[src/rtl/prio_enc_pkg.sv]
// Shared types and helpers for the streaming priority encoder.
// Optional one-hot grant output is enabled with PRIO_ENC_ONEHOT_EN.
package prio_enc_pkg;

   typedef enum logic {
      IDLE,
      DRAIN
   } state_t;

   localparam int MODE_FIXED = 0;
   localparam int MODE_RR    = 1;

   function automatic int clog2_min1(input int n);
      return (n <= 2) ? 1 : $clog2(n);
   endfunction

endpackage

[src/rtl/prio_encoder_stream_pick.sv]
// Combinational winner search over a request mask (fixed or round-robin).
// Used by prio_encoder_stream; PRIO_ENC_ONEHOT_EN has no effect here.
module prio_pick
   import prio_enc_pkg::*;
#(
   parameter int N    = 8,
   parameter int MODE = MODE_FIXED,
   parameter int W    = clog2_min1(N)
) (
   input  logic [N-1:0] pending,
   input  logic [W-1:0] ptr,
   output logic [W-1:0] winner,
   output logic         found,
   output logic         single
);

   localparam logic [N-1:0] ONE = {{(N-1){1'b0}}, 1'b1};

   int j;

   always_comb begin
      winner = '0;
      found  = 1'b0;
      j      = 0;
      if (MODE == MODE_RR) begin
         // walk ptr-1 down to 0, then wrap N-1 down to ptr
         for (int k = 1; k <= N; k++) begin
            j = int'(ptr) - k;
            if (j < 0) j = j + N;
            if (!found && pending[j]) begin
               found  = 1'b1;
               winner = j[W-1:0];
            end
         end
      end else begin
         for (int i = 0; i < N; i++) begin
            if (pending[i]) begin
               found  = 1'b1;
               winner = i[W-1:0];
            end
         end
      end
      single = (pending != '0) && ((pending & (pending - ONE)) == '0);
   end

endmodule

[src/rtl/prio_encoder_stream.sv]
// Registered streaming priority encoder: one index beat per set request bit.
// Define PRIO_ENC_ONEHOT_EN to add the grant_oh one-hot output port.
module prio_encoder_stream
   import prio_enc_pkg::*;
#(
   parameter int N    = 8,
   parameter int MODE = MODE_FIXED,
   localparam int W   = clog2_min1(N)
) (
   input  logic         clk,
   input  logic         reset,
   input  logic         enable,
   input  logic [N-1:0] req,
   input  logic         req_valid,
   output logic         req_ready,
   output logic [W-1:0] idx_out,
   output logic         any,
   output logic         last,
   output logic         out_valid,
   input  logic         out_ready
`ifdef PRIO_ENC_ONEHOT_EN
   ,
   output logic [N-1:0] grant_oh
`endif
);

   localparam logic [N-1:0] ONE = {{(N-1){1'b0}}, 1'b1};

   state_t       state;
   logic [N-1:0] pending;
   logic [N-1:0] cleared;
   logic [N-1:0] src;
   logic [W-1:0] ptr;
   logic [W-1:0] pick_ptr;
   logic [W-1:0] win;
   logic         found;
   logic         single;
   logic         take_req;
   logic         take_beat;

   assign req_ready = (state == IDLE) && enable && !reset;
   assign take_req  = req_valid && req_ready;
   assign take_beat = out_valid && out_ready;

   // IDLE picks the first beat from req; DRAIN looks ahead past the current beat
   always_comb begin
      cleared  = pending & ~(ONE << idx_out);
      src      = req;
      pick_ptr = ptr;
      if (state == DRAIN) begin
         src = cleared;
         if (MODE == MODE_RR && any) pick_ptr = idx_out;
      end
   end

   prio_pick #(
      .N    (N),
      .MODE (MODE),
      .W    (W)
   ) u_pick (
      .pending (src),
      .ptr     (pick_ptr),
      .winner  (win),
      .found   (found),
      .single  (single)
   );

   always_ff @(posedge clk) begin
      if (reset) begin
         state     <= IDLE;
         pending   <= '0;
         ptr       <= W'(N - 1);
         idx_out   <= '0;
         any       <= 1'b0;
         last      <= 1'b0;
         out_valid <= 1'b0;
      end else begin
         unique case (state)
            IDLE: begin
               if (take_req) begin
                  pending   <= req;
                  idx_out   <= win;
                  any       <= found;
                  last      <= single || !found;
                  out_valid <= 1'b1;
                  state     <= DRAIN;
               end
            end
            DRAIN: begin
               if (take_beat) begin
                  pending <= cleared;
                  if (MODE == MODE_RR && any) ptr <= idx_out;
                  if (last) begin
                     out_valid <= 1'b0;
                     idx_out   <= '0;
                     any       <= 1'b0;
                     last      <= 1'b0;
                     state     <= IDLE;
                  end else begin
                     idx_out <= win;
                     any     <= found;
                     last    <= single;
                  end
               end
            end
            default: state <= IDLE;
         endcase
      end
   end

`ifdef PRIO_ENC_ONEHOT_EN
   assign grant_oh = (out_valid && any && !reset) ? (ONE << idx_out) : '0;
`endif

endmodule

[config.mk]
export PLATFORM = sky130hd
export DESIGN_NAME = prio_encoder_stream
export DESIGN_NICKNAME = d
export VERILOG_FILES = /design/src/rtl/prio_enc_pkg.sv /design/src/rtl/prio_encoder_stream_pick.sv /design/src/rtl/prio_encoder_stream.sv
export SDC_FILE = /design/constraint.sdc
export NUM_CORES = 1
export LEC_CHECK = 0
export CAP_MARGIN = 30
export CORE_AREA = 2 2 48 50
export CTS_CLUSTER_SIZE = 25
export DETAILED_ROUTE_END_ITERATION = 16
export DIE_AREA = 0 0 50 52
export GPL_TIMING_DRIVEN = 0
export PLACE_DENSITY_LB_ADDON = 0.05
export SKIP_LAST_GASP = 1
export SYNTH_ARGS = -nofsm -noshare
export SYNTH_HDL_FRONTEND = slang
export SYNTH_HIERARCHICAL = 1
export SYNTH_SLANG_ARGS = --single-unit
export TNS_END_PERCENT = 10
[constraint.sdc]
create_clock -name clk -period 2.5 [get_ports clk]
set_input_delay 0.5 -clock clk [delete_from_list [all_inputs] [get_ports clk]]
set_output_delay 0.5 -clock clk [all_outputs]
set_load 0.05 [all_outputs]
## Word level (Yosys, flattened, before mapping)

Index checks and enable logic that the tools add are counted.

| word-level totals | value |
|---|---|
| bits in registers | 15 |
| output and inout bits | 7 |

| operators by class | value |
|---|---|
| add/sub/neg operators | 1 |
| equal/unequal tests | 3 |
| shift-type cells | 1 |
| muxes and demuxes | 39 |
| bitwise logic cells | 4 |
| reduce and logical (&&, ||, !) cells | 12 |

Operators with widths:

| kind | number |
|---|---|
| $mux W8 | 3 |
| $mux W1 | 21 |
| $mux W3 | 7 |
| $and A8 B8 Y8 | 2 |
| $pmux W8 S2 | 1 |
| $logic_not A8 Y1 | 1 |
| $not A8 Y8 | 1 |
| $pmux W1 S2 | 4 |
| $reduce_bool A8 Y1 | 1 |
| $shl A1 B3 Y8 const A | 1 |
| $sub A8 B1 Y8 const B | 1 |
| $pmux W3 S2 | 1 |
| $logic_and A1 B1 Y1 | 5 |
| $mux W2 | 2 |
| $ne A2 B2 Y1 const B | 2 |
| $reduce_and A3 Y1 | 1 |
| $logic_not A1 Y1 | 2 |
| $ne A2 B1 Y1 const B | 1 |
| $reduce_and A2 Y1 | 1 |
| $logic_or A1 B1 Y1 | 1 |
| $not A1 Y1 | 1 |

## Depth between registers and ports, before layout

Gate-level depths: netlist (run 1).

| depth | value |
|---|---|
| word-level depth | 16 |
| gate-level depth with buffers | 11 |

## Cells and area by module

Netlist (run 1), hierarchy kept.

Modules (own cells, without submodules):

| module | instances | cells each | area each (µm²) | sequential area each (µm²) |
|---|---|---|---|---|
| prio_encoder_stream | 1 | 98 | 835.8 | 300.3 |
| prio_pick | 1 | 22 | 132.6 | 0.0 |

## Least setup slack after synthesis (run 1)

No wires, ideal clock.

| timing | value |
|---|---|
| path type | flip-flop to flip-flop |
| from | register idx_out[2] |
| to | register last |
| library setup time | 0.134 ns |
| arrival time | 2.564 ns |
| data required time | 2.366 ns |
| setup slack | -0.198 ns |
| cell stages (with the launch flop) | 11 |
| period minus slack after synthesis | 2.698 ns |
| path through | dfxtp_1 -> inv_1 -> o311ai_1 -> nand2_1 -> or4_4 -> nor2_2 -> nand4bb_1 -> a31oi_1 -> o21bai_1 -> a22oi_1 -> nor3_1 |

RTL lines:

| item | line | source |
|---|---|---|
| from (decl) | prio_encoder_stream.sv:16 | `output logic [W-1:0] idx_out,` |
| from (signal assigned) | prio_encoder_stream.sv:82 | `idx_out <= win;` |
| from (signal assigned) | prio_encoder_stream.sv:100 | `idx_out <= win;` |
| $shl A1 B3 Y8 (*) | prio_encoder_stream.sv:47 | `cleared = pending & ~(ONE << idx_out);` |
| $not A8 Y8 (*) | prio_encoder_stream.sv:47 |  |
| $and A8 B8 Y8 (*) | prio_encoder_stream.sv:47 |  |
| $mux W8 (*) | prio_encoder_stream.sv:50 | `if (state == DRAIN) begin` |
| net src[4] | prio_encoder_stream.sv:32 | `logic [N-1:0] src;` |
| $sub A8 B1 Y8 | prio_encoder_stream_pick.sv:43 | `single = (pending != '0) && ((pending & (pending - ONE)) == '0);` |
| $and A8 B8 Y8 | prio_encoder_stream_pick.sv:43 |  |
| $logic_not A8 Y1 | prio_encoder_stream_pick.sv:43 |  |
| $logic_and A1 B1 Y1 (*) | prio_encoder_stream_pick.sv:43 |  |
| net single | prio_encoder_stream.sv:37 | `logic single;` |
| $mux W1 or $logic_or A1 B1 Y1 (tied branches) | prio_encoder_stream.sv:93, prio_encoder_stream.sv:84 |  |
| $mux W1, on equally long branches | prio_encoder_stream.sv:90, prio_encoder_stream.sv:80 |  |
| $pmux W1 S2 (*) | prio_encoder_stream.sv:78 | `unique case (state)` |
| to (signal assigned) | prio_encoder_stream.sv:84 | `last <= single \|\| !found;` |
| to (signal assigned) | prio_encoder_stream.sv:102 | `last <= single;` |
| to (decl) | prio_encoder_stream.sv:18 | `output logic last,` |

Mark *: on every way through the listed nets, which the timed path passes. The rest lies on a longest branch. The select of a mux whose other input is x is not followed.
A chain may end at the register's enable or synchronous reset.

## Final worst setup path (run 1)

Same ends and word-level chain as after synthesis.

==> results.tsv, run 1 <==
stage	metric	value	unit
worst_setup_path	Critical-path top delay cell	or4_4	
cts	Max Root-Sink Buffers	2	
finish	final core utilization	66.3	%
cts	CTS tree	yes	
flow_run	MaxCap Viol Count	0	
timing	Period minus WS final	2410	ps
route	vias after detailed routing	1063	
worst_setup_path	worst setup path class	reg2reg	
worst_setup_path	crit path launch type	flop	
timing	Slew headroom	61.6	%
pwr	Max IR drop VDD	376	uV
floorplanning	core box area	2110	um2
worst_setup_path	buffers plus inverters on the worst setup path	1	
floorplanning	die outline height	52	um
cts	Clk pin slew, worst setup/hold paths	100	ps
global_route	GRT Overall Usage	22.6	%
cts	CTS root buf	clkbuf_4	
timing	Hold Violations, Final	0	
route	DRT iter0 DRCs	30	
worst_setup_path	Cell Chain, Critical Path	inv_1, o311ai_4, nand2_2, or4_4, nor2_4, nand4bb_1, a31oi_2, o21bai_1, a22oi_1, nor3_1	
timing	hold_ws	396	ps
route	post-route ant nets	0	
finish	area grow syn2layout	44.7	%
floorplanning	initial core utilization	45.8	%
route	DR WL/cell	15.9	um
floorplanning	I/O pins	20	
worst_setup_path	FF-to-FF path depth	10	
worst_setup_path	Largest delay share family, worst path	simple AND/OR/NAND/NOR gates	
worst_setup_path	Worst R2R Setup Slack	90	ps
cts	H-tree levels	1	
worst_setup_path	Crit path arrival time	2570	ps
logic_synthesis	syn nets	132	
timing	Setup Skew	2.75	ps
worst_hold_path	WHS Path Cells	2	
placement	area post-placement	1180	um2
logic_synthesis	Synth Instances	119	
global_route	gr ovfl total	0	
global_route	initial antenna violation count	0	
worst_setup_path	crit-path max FO	7	
route	DRT Pass-1 Iters	4	
worst_hold_path	Hold WC Path Type	in2reg	
logic_synthesis	Ys Warns	6	
finish	Total Nets Final	166	
status	status	completed	
worst_setup_path	Worst EP required	2660	ps
worst_setup_path	Levels on crit path	10	
placement	PortBufs	18	
route	Routed WL	2870	um
floorplanning	Die Width	50	um
pwr	power density cells	423	nW/um2
timing	Final Max Tran Viols	0	
route	DRC Markers	0	
worst_setup_path	Worst Setup End Kind	flop	
floorplanning	row cnt	17	
timing	Tcrit/Tclk final	96.2	%
route	DR vias/cell	5.91	
cts	CTS Sinks	15	
timing	Max Freq	0.416	GHz
timing	Least-Margin Pin Slew	568	ps
timing	final setup fails	0	
worst_setup_path	critical path's largest stage delay	480	ps
placement	HPWL Detailed	1900	um
floorplanning	Die ar.	2600	um2
finish	fraction of layout cells with a size suffix above 1	28.9	%
pwr	leak pwr	0.484	nW
global_route	largest net degree at the start of global routing	11	
cts	number of CTS-inserted buffers	3	
global_route	vias in the first global route	992	
finish	Finished Cell Area	1400	um2
logic_synthesis	synthesized cell area	965	um2
logic_synthesis	Syn Area/Cell	8.11	um2
finish	# diodes	0	
global_route	global-route wire length before repair	4420	um
placement	GPL Wtd Cong	0.866	
cts	Worst-Skew Late Latency	290	ps
path summary, 6_finish.rpt:
kind                                 start         end
worst max-delay path            idx_out[2]        last
worst min-delay path                 reset  pending[7]
worst max register to register  idx_out[2]        last
worst min register to register         any         any
worst reg2reg max path, stage by stage (launching register included):
cell	delay, ps
dfxtp_4	400
inv_1	130
o311ai_4	340
nand2_2	140
or4_4	480
nor2_4	150
nand4bb_1	160
a31oi_2	100
o21bai_1	170
a22oi_1	140
nor3_1	60
per-layer routing:
| layer | vias to the layer above | GRT usage (%) | share of wire, % |
|---|---|---|---|
| met5 | - | 0 | 0 |
| met4 | 0 | 12.0 | 1.5 |
| met3 | 6 | 2.87 | 5.6 |
| met2 | 39 | 37.5 | 51 |
| met1 | 497 | 28.6 | 42 |
| li1 | 521 | - | - |
per-stage QoR:
step	total power [mW]	setup slack, ps	cells	TNS [ps]
final	0.591	94.5	180	0
after global routing	0.623	-16.3	180	-16.3
after CTS	0.565	-22.5	169	-22.5
after detailed placement	0.420	-152	165	-197
after global placement	0.416	-125	165	-138
after floorplan	0.369	8.11	119	0
area by class of cell:
cell class	instances	area, um2
clock buffer	3	22.5
buffer	8	70.1
multi-input combinational	92	678
tap	28	35.0
fill	174	709
inverter	4	15.0
sequential	15	312
clock inverter	1	5.00
timing repair buffer	29	259
state kept, by name, indices dropped and copies added (netlist names):
signal,flops
state,1
idx_out,3
last,1
pending,8
out_valid,1
any,1
where the power goes:
| part | internal [mW] | total (mW) | switching [mW] |
|---|---|---|---|
| Combinational | 0.0840 | 0.181 | 0.0972 |
| Sequential | 0.251 | 0.264 | 0.0135 |
| Clock | 0.0595 | 0.146 | 0.0861 |
| Total | 0.394 | 0.591 | 0.197 |
cell usage in the layout, fill, tap and decap left out, types with 3 or more instances in the layout:
master	n
nand2b_1	5
nand3_1	9
clkbuf_4	3
o211ai_1	6
nand2_2	5
dfxtp_1	12
inv_1	3
buf_4	11
a21oi_1	7
nor2_1	8
nor3_1	9
a311oi_1	5
nand2b_4	3
buf_6	3
dfxtp_4	3
clkdlybuf4s50_1	17
nand2_1	6
what timing repair did:
| action | CTS | global route |
|---|---|---|
| hold buffers | 0 | 0 |
| endpoints found under the hold margin | 0 | 0 |
| endpoints found under the setup margin | 2 | 1 |
| pin swaps | 0 | 10 |
| gates resized for setup | 3 | 26 |
| buffers inserted | 0 | 11 |
Power figures use the tool's default switching activity.
==> inputs of run 2 (changes only) <==
- CORE_AREA: 2 2 48 50 -> 3 3 49 51
- DIE_AREA: 0 0 50 52 -> 0 0 52 54
- clock period: 2.5 -> 2.76 ns (I/O delays scaled with it)
==> run 2 against run 1 <==
Compared with the run above:
- critical path depth is 7 lower
- sequential cell count unchanged
- clock power fell by 9.6%
- clock skew up 3.2 ps
- non-clock buffer count fell by 11
- sequential share of layout area increased by 2.6 points
- via count fell by 3.1%
- die area up 8.0%
- first-iteration DRC count shrank 47%
- global-route usage is 1.3 points lower
- utilization decreased by 4.9 points
- critical path type is now in2out
- critical endpoint is now req_ready
- highest routed layer unchanged
==> results.tsv, run 2 (synthesized netlist as in run 1, its figures left out) <==
stage	metric	value	unit	change
global_route	GRT Overall Usage	21.3	%	-1.3 points
finish	commonest non-fill, non-tap cells in the layout	clkdlybuf4s50_1 (18), dfxtp_1 (13), nand2_1 (10)		
floorplanning	die outline height	54	um	+3.8%
status	status	completed		
worst_setup_path	Cell Chain, Critical Path	clkdlybuf4s50_1, nor3b_1, clkdlybuf4s50_1		
cts	H-tree levels	1		unchanged
cts	Worst-Skew Late Latency	290	ps	about the same
cts	CTS Sinks	15		unchanged
cts	CTS resizes	0		-3
timing	Setup Skew	6.00	ps	+3.25 ps
global_route	initial antenna violation count	0		unchanged
route	DRT iter0 DRCs	16		-47%
timing	Final Max Tran Viols	0		unchanged
cts	CTS tree	yes		
worst_hold_path	Hold WC Path Type	in2reg		
global_route	largest net degree at the start of global routing	11		unchanged
finish	area grow syn2layout	26.2	%	
finish	Total Nets Final	155		-6.6%
finish	# diodes	0		unchanged
pwr	leak pwr	0.418	nW	-14%
placement	HPWL Detailed	1910	um	+0.22%
finish	fraction of layout cells with a size suffix above 1	15.6	%	-13 points
worst_setup_path	crit path launch type	input port		
floorplanning	Die ar.	2810	um2	+8.0%
finish	Top Registers	pending (8), idx_out (3)		
cts	setup bufs post-CTS	0		unchanged
worst_setup_path	Crit path arrival time	2060	ps	-510 ps
timing	Hold Violations, Final	0		unchanged
floorplanning	Die Width	52	um	+4.0%
finish	Largest Register	pending		
worst_setup_path	Critical-path top delay cell	clkdlybuf4s50_1		
flow_run	MaxCap Viol Count	0		unchanged
timing	Tcrit/Tclk final	94.5	%	
global_route	vias in the first global route	1031		+3.9%
floorplanning	I/O pins	20		unchanged
cts	Clk pin slew, worst setup/hold paths	90	ps	about the same
cts	CTS Hold Buffers Added	0		unchanged
route	vias after detailed routing	1030		-3.1%
placement	post-placement cell count	164		-0.61%
finish	max reg flops	8		unchanged
worst_setup_path	critical path's largest stage delay	830	ps	+350 ps
worst_setup_path	Worst Setup End Kind	primary output		
floorplanning	core box area	1980	um2	-5.9%
worst_setup_path	Worst EP required	2210	ps	-450 ps
finish	most common cell after layout, fill and taps aside	clkdlybuf4s50_1		
route	DRT Pass-1 Iters	4		unchanged
cts	number of CTS-inserted buffers	3		unchanged
timing	Least-Margin Pin Slew	576	ps	+8.18 ps
route	DR vias/cell	6.13		+3.8%
cts	Max Root-Sink Buffers	2		unchanged
route	post-route ant nets	0		unchanged
timing	RSZ-0062 raised after global routing	no		
global_route	gr ovfl total	0		unchanged
floorplanning	row cnt	16		-1
route	DR WL/cell	15.4	um	-3.2%
placement	GPL Wtd Cong	0.861		-0.57%
timing	Slew headroom	61.1	%	-0.55 points
finish	final core utilization	61.4	%	-4.9 points
timing	Period minus WS final	2610	ps	
worst_setup_path	crit-path max FO	3		-4
placement	PortBufs	18		unchanged
cts	CTS root buf	clkbuf_4		
timing	final setup fails	0		unchanged
timing	Max Freq	0.383	GHz	
worst_setup_path	Most common cell on crit path	clkdlybuf4s50_1		
pwr	power density cells	418	nW/um2	-1.2%
global_route	global-route wire length before repair	4360	um	-1.3%
timing	setup TNS	0	ps	unchanged
worst_setup_path	worst setup path class	in2out		
route	Routed WL	2590	um	-9.7%
floorplanning	initial core utilization	48.7	%	+2.9 points
finish	final non-filler cell total	168		-6.7%
route	DRC Markers	0		unchanged
pwr	Max IR drop VDD	285	uV	-24%
## run 2: changes by cell type in the layout (fill, tap and decap cells not counted), sizes merged
cell           before  now
clkdlybuf4s50      17   18
buf                17    6
dlygate4sd2         1    0
## run 2: worst paths after layout
check        startpoint          to  slack (ps)  cells past startpoint
min reg2reg         any         any         480                      2
min               reset  pending[6]         450                      2
max reg2reg  idx_out[0]        last         170                     10
max              enable   req_ready         150                      3
## run 2: area by class of cell
class / count / area, um2
Multi-Input combinational cell: 92 / 607
Sequential cell: 15 / 303
Fill cell: 183 / 764
Inverter: 4 / 15.0
Timing Repair Buffer: 18 / 180
Buffer: 8 / 51.3
Clock inverter: 1 / 5.00
Tap cell: 27 / 33.8
Clock buffer: 3 / 22.5
## run 2: per-stage QoR
| step | power (mW) | hold slack, ps | instance area (um2) | worst slack, ps |
|---|---|---|---|---|
| CTS | 0.510 | 451 | 1210 | 116 |
| finish | 0.509 | 454 | 1220 | 151 |
| global route | 0.535 | 444 | 1220 | 8.41 |
| detailed placement | 0.380 | 466 | 1180 | 62.1 |
| global placement | 0.377 | 457 | 1180 | 116 |
| floorplan | 0.334 | 497 | 965 | 62.2 |
## run 2: report_power, final
group          internal (mW)  switching, mW  total [mW]
sequential             0.229         0.0116       0.240
combinational         0.0597         0.0771       0.137
clock                 0.0540         0.0781       0.132
## run 2: critical path: cells and delay by family
kind | cells | cell delay, ps
buffers and inverters | 2 | 1320
AND/OR/NAND/NOR | 1 | 180
## run 2: routing by layer
metal | global-route usage, % | wire [um] | up-vias
met5 | 0 | 0 | -
met3 | 6.93 | 124 | 4
met4 | 8.30 | 41 | 0
met1 | 24.8 | 1170 | 499
met2 | 36.2 | 1250 | 26
li1 | - | - | 501
